$ cat config.mk
export PLATFORM = sky130hd
export DESIGN_NAME = fp_mul_pipe
export DESIGN_NICKNAME = d
export VERILOG_FILES = /design/src/rtl/fp_mul_pipe.sv
export SDC_FILE = /design/constraint.sdc
export NUM_CORES = 1
export LEC_CHECK = 0
export CAP_MARGIN = 0
export CORE_UTILIZATION = 56
export DETAILED_ROUTE_END_ITERATION = 16
export DONT_BUFFER_PORTS = 1
export HOLD_SLACK_MARGIN = 0.1
export PLACE_DENSITY = 0.77
export SLEW_MARGIN = 20
export SYNTH_ARGS = -nofsm -noshare
export SYNTH_HDL_FRONTEND = slang
export SYNTH_SLANG_ARGS = --single-unit
$ cat constraint.sdc
create_clock -name clk -period 2.6 [get_ports clk]
set_clock_uncertainty 0.1 [all_clocks]
set_input_delay 0.52 -clock clk [delete_from_list [all_inputs] [get_ports clk]]
set_output_delay 0.52 -clock clk [all_outputs]
set_load 0.05 [all_outputs]
$ cat src/rtl/fp_mul_pipe.sv
// fp_mul_pipe: three-stage pipelined floating-point multiplier for any
// EXP_W/MAN_W format. There are no Inf/NaN codes, and denormal inputs are
// flushed to zero. Results that overflow saturate to max finite; results
// that underflow are flushed to signed zero.
// Optional build macro FP_MUL_RNE_EN: round-to-nearest-even. If it is not
// defined, the dropped product bits are truncated.
module fp_mul_pipe #(
  parameter int EXP_W = 4,
  parameter int MAN_W = 3,
  parameter int BIAS  = 7,
  localparam int W = 1 + EXP_W + MAN_W
) (
  input  logic         clk,
  input  logic         rst,
  input  logic         in_valid,
  output logic         in_ready,
  input  logic [W-1:0] in_a,
  input  logic [W-1:0] in_b,
  output logic         out_valid,
  input  logic         out_ready,
  output logic [W-1:0] out_p,
  output logic         out_ovf,
  output logic         out_uf
);

  localparam int EW = EXP_W + 2;
  localparam int MW = MAN_W + 1;
  localparam int PW = 2 * MAN_W + 2;
  localparam logic signed [EW-1:0] BIAS_S   = EW'(BIAS);
  localparam logic signed [EW-1:0] EXP_OVF  = EW'(1 << EXP_W);
  localparam logic signed [EW-1:0] EXP_ZERO = '0;
`ifdef FP_MUL_RNE_EN
  localparam logic RND_EN = 1'b1;
`else
  localparam logic RND_EN = 1'b0;
`endif

  // stage-1 decode
  logic [EXP_W-1:0]     a_exp, b_exp;
  logic                 a_zero, b_zero;
  logic signed [EW-1:0] exp_sum;
  logic                 adv;

  // stage registers
  logic                 s1_valid, s1_sign, s1_zero;
  logic signed [EW-1:0] s1_exp;
  logic [MW-1:0]        s1_ma, s1_mb;
  logic                 s2_valid, s2_sign, s2_zero;
  logic signed [EW-1:0] s2_exp;
  logic [PW-1:0]        s2_prod;

  // stage-3 normalise/round/saturate
  logic                 norm;
  logic [PW-2:0]        sh;
  logic [MAN_W-1:0]     man_t;
  logic                 guard, sticky, rnd_up;
  logic [MAN_W:0]       man_r;
  logic signed [EW-1:0] exp_f;
  logic [W-1:0]         res_p;
  logic                 res_ovf, res_uf;

  // The whole pipe moves together; a stalled output freezes every stage.
  assign adv      = !out_valid || out_ready;
  assign in_ready = adv;

  assign a_exp   = in_a[W-2:MAN_W];
  assign b_exp   = in_b[W-2:MAN_W];
  assign a_zero  = (a_exp == '0);
  assign b_zero  = (b_exp == '0);
  assign exp_sum = {2'b00, a_exp} + {2'b00, b_exp} - BIAS_S;

  // S1: capture sign, zero detect, biased exponent sum and hidden-bit mantissas
  always_ff @(posedge clk) begin
    if (rst) begin
      s1_valid <= 1'b0;
      s1_sign  <= 1'b0;
      s1_zero  <= 1'b0;
      s1_exp   <= '0;
      s1_ma    <= '0;
      s1_mb    <= '0;
    end else if (adv) begin
      s1_valid <= in_valid;
      s1_sign  <= in_a[W-1] ^ in_b[W-1];
      s1_zero  <= a_zero || b_zero;
      s1_exp   <= exp_sum;
      s1_ma    <= {1'b1, in_a[MAN_W-1:0]};
      s1_mb    <= {1'b1, in_b[MAN_W-1:0]};
    end
  end

  // S2: full-width mantissa product
  always_ff @(posedge clk) begin
    if (rst) begin
      s2_valid <= 1'b0;
      s2_sign  <= 1'b0;
      s2_zero  <= 1'b0;
      s2_exp   <= '0;
      s2_prod  <= '0;
    end else if (adv) begin
      s2_valid <= s1_valid;
      s2_sign  <= s1_sign;
      s2_zero  <= s1_zero;
      s2_exp   <= s1_exp;
      s2_prod  <= s1_ma * s1_mb;
    end
  end

  // S3 combinational: normalise, round, then saturate or flush on the final exponent
  always_comb begin
    norm    = s2_prod[PW-1];
    // Leading one is dropped; sh holds the stored mantissa bits followed by the bits to be rounded off.
    sh      = norm ? s2_prod[PW-2:0] : {s2_prod[PW-3:0], 1'b0};
    man_t   = sh[PW-2 -: MAN_W];
    guard   = sh[PW-2-MAN_W];
    sticky  = |sh[PW-3-MAN_W:0];
    rnd_up  = RND_EN && guard && (sticky || man_t[0]);
    man_r   = {1'b0, man_t} + {{MAN_W{1'b0}}, rnd_up};
    // A rounding carry leaves man_r[MAN_W-1:0] at zero, so only the exponent needs bumping.
    exp_f   = s2_exp + {{(EW-1){1'b0}}, norm} + {{(EW-1){1'b0}}, man_r[MAN_W]};
    res_ovf = 1'b0;
    res_uf  = 1'b0;
    res_p   = {s2_sign, exp_f[EXP_W-1:0], man_r[MAN_W-1:0]};
    if (s2_zero) begin
      res_p = {s2_sign, {(W-1){1'b0}}};
    end else if (exp_f >= EXP_OVF) begin
      res_p   = {s2_sign, {(W-1){1'b1}}};
      res_ovf = 1'b1;
    end else if (exp_f <= EXP_ZERO) begin
      res_p  = {s2_sign, {(W-1){1'b0}}};
      res_uf = 1'b1;
    end
  end

  // S3 register: result and flags; held while the consumer stalls
  always_ff @(posedge clk) begin
    if (rst) begin
      out_valid <= 1'b0;
      out_p     <= '0;
      out_ovf   <= 1'b0;
      out_uf    <= 1'b0;
    end else if (adv) begin
      out_valid <= s2_valid;
      if (s2_valid) begin
        out_p   <= res_p;
        out_ovf <= res_ovf;
        out_uf  <= res_uf;
      end
    end
  end

endmodule

Word level (Yosys, flattened, before mapping)
Index checks and enable logic that the tools add are counted.
- $add $sub $neg: 3
- bitwise gates (word level): 1
- $lt $le $gt $ge: 2
- reduce and logical (&&, ||, !) cells: 6
- multipliers: 1
- muxes and demuxes: 9
- operator list (kind ; count):
    7-bit two-way mux ; 4
    4-bit logical NOT ; 2
    4-bit by 4-bit multiplier with 8-bit output ; 1
    6-bit by 1-bit adder with 6-bit output ; 1
    6-bit greater-or-equal comparator, second input constant ; 1
    6-bit by 1-bit <= comparator with 1-bit output, second input constant ; 1
    5-bit by 3-bit subtractor with 6-bit output, second input constant ; 1
    4-bit by 4-bit adder with 5-bit output ; 1
    1-bit two-way mux ; 5
    1-bit logical OR ; 2
    2-bit AND reduction ; 1
    1-bit logical NOT ; 1
    1-bit bitwise XOR ; 1
- bits of input ports: 20
- flip-flop bits (word level): 45

Depth between registers and ports, before layout
- depth in word-level cells: 5
- gate-level depth with buffers: 11
- mapped depth without buffers: 11

Worst setup path before layout
Ideal clock, no wire load.
- path kind: reg-to-reg
- start point: register s1_ma[3]
- end point: register s2_prod[7]
- clock period less this slack: 2.816 ns
- slack: -0.216 ns
- arrival time: 2.652 ns
- stages on the path, launching flop included: 11
- required time: 2.436 ns
- buffers on the path: 0
- library setup time: 0.064 ns
- cell sequence: dfxtp_1 > nand2_1 > fa_1 > inv_1 > fa_1 > ha_1 > nand4_1 > o21ai_1 > a31oi_1 > or4_1 > nand3_1
- word-level cells in the longest chain between the ends: 1
- ends and longest elaborated chain (what ; line ; RTL):
    start, declared ; 47 ; logic [MW-1:0] s1_ma, s1_mb;
    start signal, assigned ; 86 ; s1_ma <= {1'b1, in_a[MAN_W-1:0]};
    4-bit by 4-bit multiplier with 8-bit output ; 104 ; s2_prod <= s1_ma * s1_mb;
    end signal, assigned ; 104 ;
    end, declared ; 50 ; logic [PW-1:0] s2_prod;
No other way between the ends.
A chain may end at the register's enable or synchronous reset.

Final worst setup path
Ends and elaborated chain as after synthesis.

==> results.md <==
- Final Setup Violations: 4
- ANT nets after route: 0
- Row cnt: 22
- Slew margin rel.: 64.6%
- Largest net degree at the start of global routing: 41
- DRT iter0 DRCs: 90
- TritonCTS Buffers: 5
- Hold_buf cts: 0
- Clock Path Buffers: 2
- Post-synth top area share: 37.9%
- First-pass GRT wire length: 7670 microns
- CTS tree: built
- Worst Path Required: 2.74 ns
- Die Span Y: 64.2 microns
- Sink Count: 41
- Sequential area share after synthesis: 37.9%
- DRT Pass-1 Iters: 4
- Share of cells above drive strength 1: 16.3%
- H-tree depth: 2
- Area contributors post-synth: dfxtp_1 (38%), ha_1 (11%), nand2_1 (9.5%)
- Seq. cell area: 830 sq um
- DR vias/cell: 5.49
- Post-synthesis cell count: 251
- Worst-margin pin slew: 0.531 ns
- Total congestion overflow: 0
- M1 wire length: 2000 microns
- RSZ-0062 raised after global routing: true
- Status: finished with violations
- Fillers: 324
- VDD IR-drop max: 0.000359 V
- Synth Area per Inst: 8.62 sq um
- Top cell type by total area after synthesis: dfxtp_1
- Worst hold path type: in2reg
- Clock-pin slew on the worst setup and hold paths: 0.09 ns
- Routed via count: 1706
- Global placement routability congestion: 0.819
- Routed len/inst: 14.1 microns
- Area of the multi-input gates: 1270 sq um
- Hold Fails Final Rpt: 0
- Worst Setup Start Kind: register
- Core area: 3690 sq um
- Initial Util: 58.6%
- P&R area growth vs syn: 12.8%
- Final instance area: 2440 sq um
- Top-level port count: 32
- Max Used Layer: met4
- Final worst path period share: 105%
- Area post-placement: 2280 sq um
- Syn Std Cell Area: 2160 sq um
- Crit path kind: reg2reg
- Die footprint: 4120 sq um
- DRC Markers: 0
- Pins Over Slew Limit: 0
- Vias in the first global route: 1766
- Post-Syn Nets: 295
- Yosys cell types: 38
- Clock Latency Late Sink: 0.30 ns
- Final-stage net count: 306
- Antenna diodes: 0
- Crit path DAT: 2.86 ns
- Static Leakage: 1.07 nW
- Fin worst setup slack: -0.127 ns
- Initial antenna violation count: 0
- I/O Buffers: 0
- Failing checks: setup timing
- GRT Overall Usage: 24.2%
- Final Util: 66.2%
- Reported max-cap violation count: 0
- Die X: 64.2 microns
- PD cells: 571 nW/um^2
- Flops & latches, synth: 41
- Min Tclk post-route: 2.73 ns
- HPWL after detailed placement: 3040 microns
- CP endpoint kind: register
- Final wirelength: 4380 microns
- DR WL met3: 166 microns
- Syn. warnings: 0
- Met2 wire length: 2160 microns
- CTS Root Cell: clkbuf_8
- Fmax: 367 MHz
- Critical path peak fanout: 3
==> cell type report <==
class / instances / area share (%)
clock inverters: 1 / 0.308
clock buffers: 7 / 4.41
repair buffers: 14 / 4.31
multi-input cells: 185 / 52.2
flip-flops and latches: 41 / 34.0
well taps: 48 / 2.46
inverters: 15 / 2.31
==> cell usage in the layout, fill, tap and decap left out, types with 3 or more instances in the layout <==
cell      instances
inv_1            14
nand3_1           7
dfxtp_1          36
fa_1              4
ha_1             17
nor2_1           11
xnor2_1           4
buf_4            14
a21oi_1          31
mux2_2            3
a21o_1            3
o21ai_0           4
nand2_1          54
dfxtp_2           4
xor2_1            5
nand4_1           3
clkbuf_8          6
a221o_1           3
and2_1            6
a211oi_1          5
==> repair_timing <==
action,CTS,global route
resized for setup,4,3
pin swaps,5,1
setup buffers,2,0
endpoints found under the setup margin,3,4
==> cell families after synthesis <==
kind of cell	after synthesis	synth area share (%)
adder cells (fa/ha/maj)	24	15.6
XOR/XNOR	9	3.64
multiplexers	3	1.56
AND/OR/NAND/NOR	95	21.6
buffers and inverters	25	4.80
AO/OA/AOI/OAI	54	14.8
flip-flops	41	37.9
==> sequential cells by signal, summed over array words and instances, names as in the netlist, 3 cells and up <==
signal,cells
out_p,8
s1_exp,6
s1_ma,4
s1_mb,3
s2_exp,6
s2_prod,5
==> cells in the mapped netlist <==
cell type / count
and3_2: 1
nand3_2: 1
inv_1: 14
nand2_1: 55
o21ai_0: 5
fa_1: 5
clkbuf_8: 1
o41ai_1: 1
o21ai_1: 1
nand4_1: 3
o21a_1: 1
buf_1: 2
and2_1: 6
inv_2: 1
ha_1: 19
nor3_1: 2
nand3_1: 7
nand4b_1: 1
or4_1: 1
nor4_1: 2
o31ai_1: 1
xnor2_1: 4
mux2_2: 3
nor3b_4: 1
nor2_1: 11
a211oi_1: 5
nor4_4: 1
nor2b_1: 1
a221o_1: 3
a22oi_1: 2
a31oi_1: 1
nand2_4: 1
nor4b_2: 1
a21oi_1: 31
a21o_1: 3
xor2_1: 5
clkbuf_1: 7
dfxtp_1: 41
==> critical path, stage by stage, from the launching register on <==
cell	delay [ns]
dfxtp_4	0.36
nand2_2	0.06
fa_1	0.52
inv_1	0.05
fa_1	0.46
ha_1	0.29
nand4_1	0.09
o21ai_2	0.15
a31oi_1	0.11
or4_1	0.40
nand3_1	0.08
==> power breakdown <==
group,internal [mW],switching [mW]
sequential,0.667,0.0417
clock,0.273,0.224
combinational,0.0885,0.0993
total,1.03,0.365
==> final timing paths <==
check                              start                      end  slack, ns  cells after the start
setup / recovery   s1_ma[3]$_SDFFE_PP0N_  s2_prod[7]$_SDFFE_PP0N_      -0.13                     10
setup reg to reg   s1_ma[3]$_SDFFE_PP0N_  s2_prod[7]$_SDFFE_PP0N_      -0.13                     10
hold reg to reg   s1_exp[5]$_SDFFE_PP0N_   s1_exp[5]$_SDFFE_PP0N_       0.35                      2
hold / removal                       rst    out_p[3]$_SDFFE_PP0P_       0.18                      1
==> through the flow <==
| step | power, mW | setup WS (ns) | hold WS (ns) | TNS, ns | instances |
|---|---|---|---|---|---|
| floorplan | 0.859 | -0.0718 | 0.332 | -0.128 | 251 |
| global placement | 0.893 | -0.0787 | 0.336 | -0.156 | 301 |
| detailed placement | 0.900 | -0.124 | 0.339 | -0.260 | 301 |
| CTS | 1.40 | -0.131 | 0.176 | -0.203 | 311 |
| global route | 1.47 | -0.247 | 0.166 | -0.784 | 311 |
| finish | 1.39 | -0.127 | 0.180 | -0.208 | 311 |
==> metal layers <==
| layer | GRT usage [%] | vias up |
|---|---|---|
| li1 | - | 879 |
| met1 | 29.2 | 788 |
| met2 | 41.4 | 32 |
| met3 | 6.43 | 7 |
| met4 | 8.33 | 0 |
| met5 | 0 | - |
(Power assumes the default switching activity.)
==> variant (same settings) <==
Change the localparam `RND_EN` from 1'b0 to 1'b1.
--- a/src/rtl/fp_mul_pipe.sv
+++ b/src/rtl/fp_mul_pipe.sv
@@ -34,3 +34,3 @@
 `else
-  localparam logic RND_EN = 1'b0;
+  localparam logic RND_EN = 1'b1;
 `endif
Behaviour: not the same (Yosys sat finds a counterexample within 4 cycles, from zero or initial values and one cycle with rst high).
==> variant against the original RTL <==
Routed wire length is 15% higher; hold slack better by 0.0036 ns; cell area is 16% higher; critical endpoint is now s2_prod[6]; synthesized area is 17% higher; setup slack better by 0.049 ns; fmax is 1.8% higher; the flow still finishes with violations (setup timing); count of clock-buffer cells in the layout is 1 lower; power is 1.7% higher; non-clock buffer count is 6 higher; sequential cell count is 3 higher; critical path depth stayed put.
==> variant: results <==
[final_layout]
largestRegisters = out_p (8), s2_prod (8)

[sta]
finalSetupTns_ns = -0.145
fin_ws_ns = -0.0779
finalSetupViolations = 2

[grt]
met3_usage_pct = 5.85
grt_max_degree = 44
grt_util_met2_pct = 38.4
grt_pass1_wl_um = 8350
grt_use_met1_pct = 24.2
track_usage_pct = 21.6

[status]
status = finished, violations left
violations = setup timing

[synth]
synth_xor_area_share_pct = 5.46
synth_compound_area_share_pct = 15.5
syn-num-nets = 348
synthMuxAreaShare_pct = 1.64
synth_cell_types = 45
synth_fa_ha_area_share_pct = 15.2

[critical_path]
path_max_fanout = 2
r2r_end = s2_prod[6]

[route]
drt-wirelength-per-cell_um = 13.9
drt-initial-drc-count = 85

[pwr]
power.share.clock_pct = 31.1
ir_drop_v = 0.000324

[place]
place.gp.congestion = 0.850
[variant: changes by cell type after synthesis, sizes merged, moves of 4 or more]
cell / unedited run / this run
nand2: 56 / 67
a21oi: 31 / 35
xnor2: 4 / 12
and2: 6 / 10
buf: 2 / 9
[variant: per-stage QoR]
stage          cells  instance area (µm²)  hold slack, ns
2_1_floorplan    301                 2530           0.332
4_1_cts          361                 2760           0.169
3_3_place_gp     352                 2640           0.333
3_5_place_dp     352                 2640           0.339
5_1_grt          364                 2840           0.160
6_report         364                 2840           0.184
[variant: layout make-up]
class,instances,area [µm²]
Tap cell,52,65.1
Multi-Input combinational cell,223,1570
Sequential cell,44,890
Timing Repair Buffer,20,154
Inverter,17,68.8
Clock inverter,2,10.0
Clock buffer,6,82.6
Fill cell,352,1510
[variant: timing repair]
action,4_1_cts,5_1_grt
buffers inserted,1,3
gates resized for setup,10,12
hold endpoints to repair,0,0
setup endpoints to repair,7,9
pin swaps,1,14
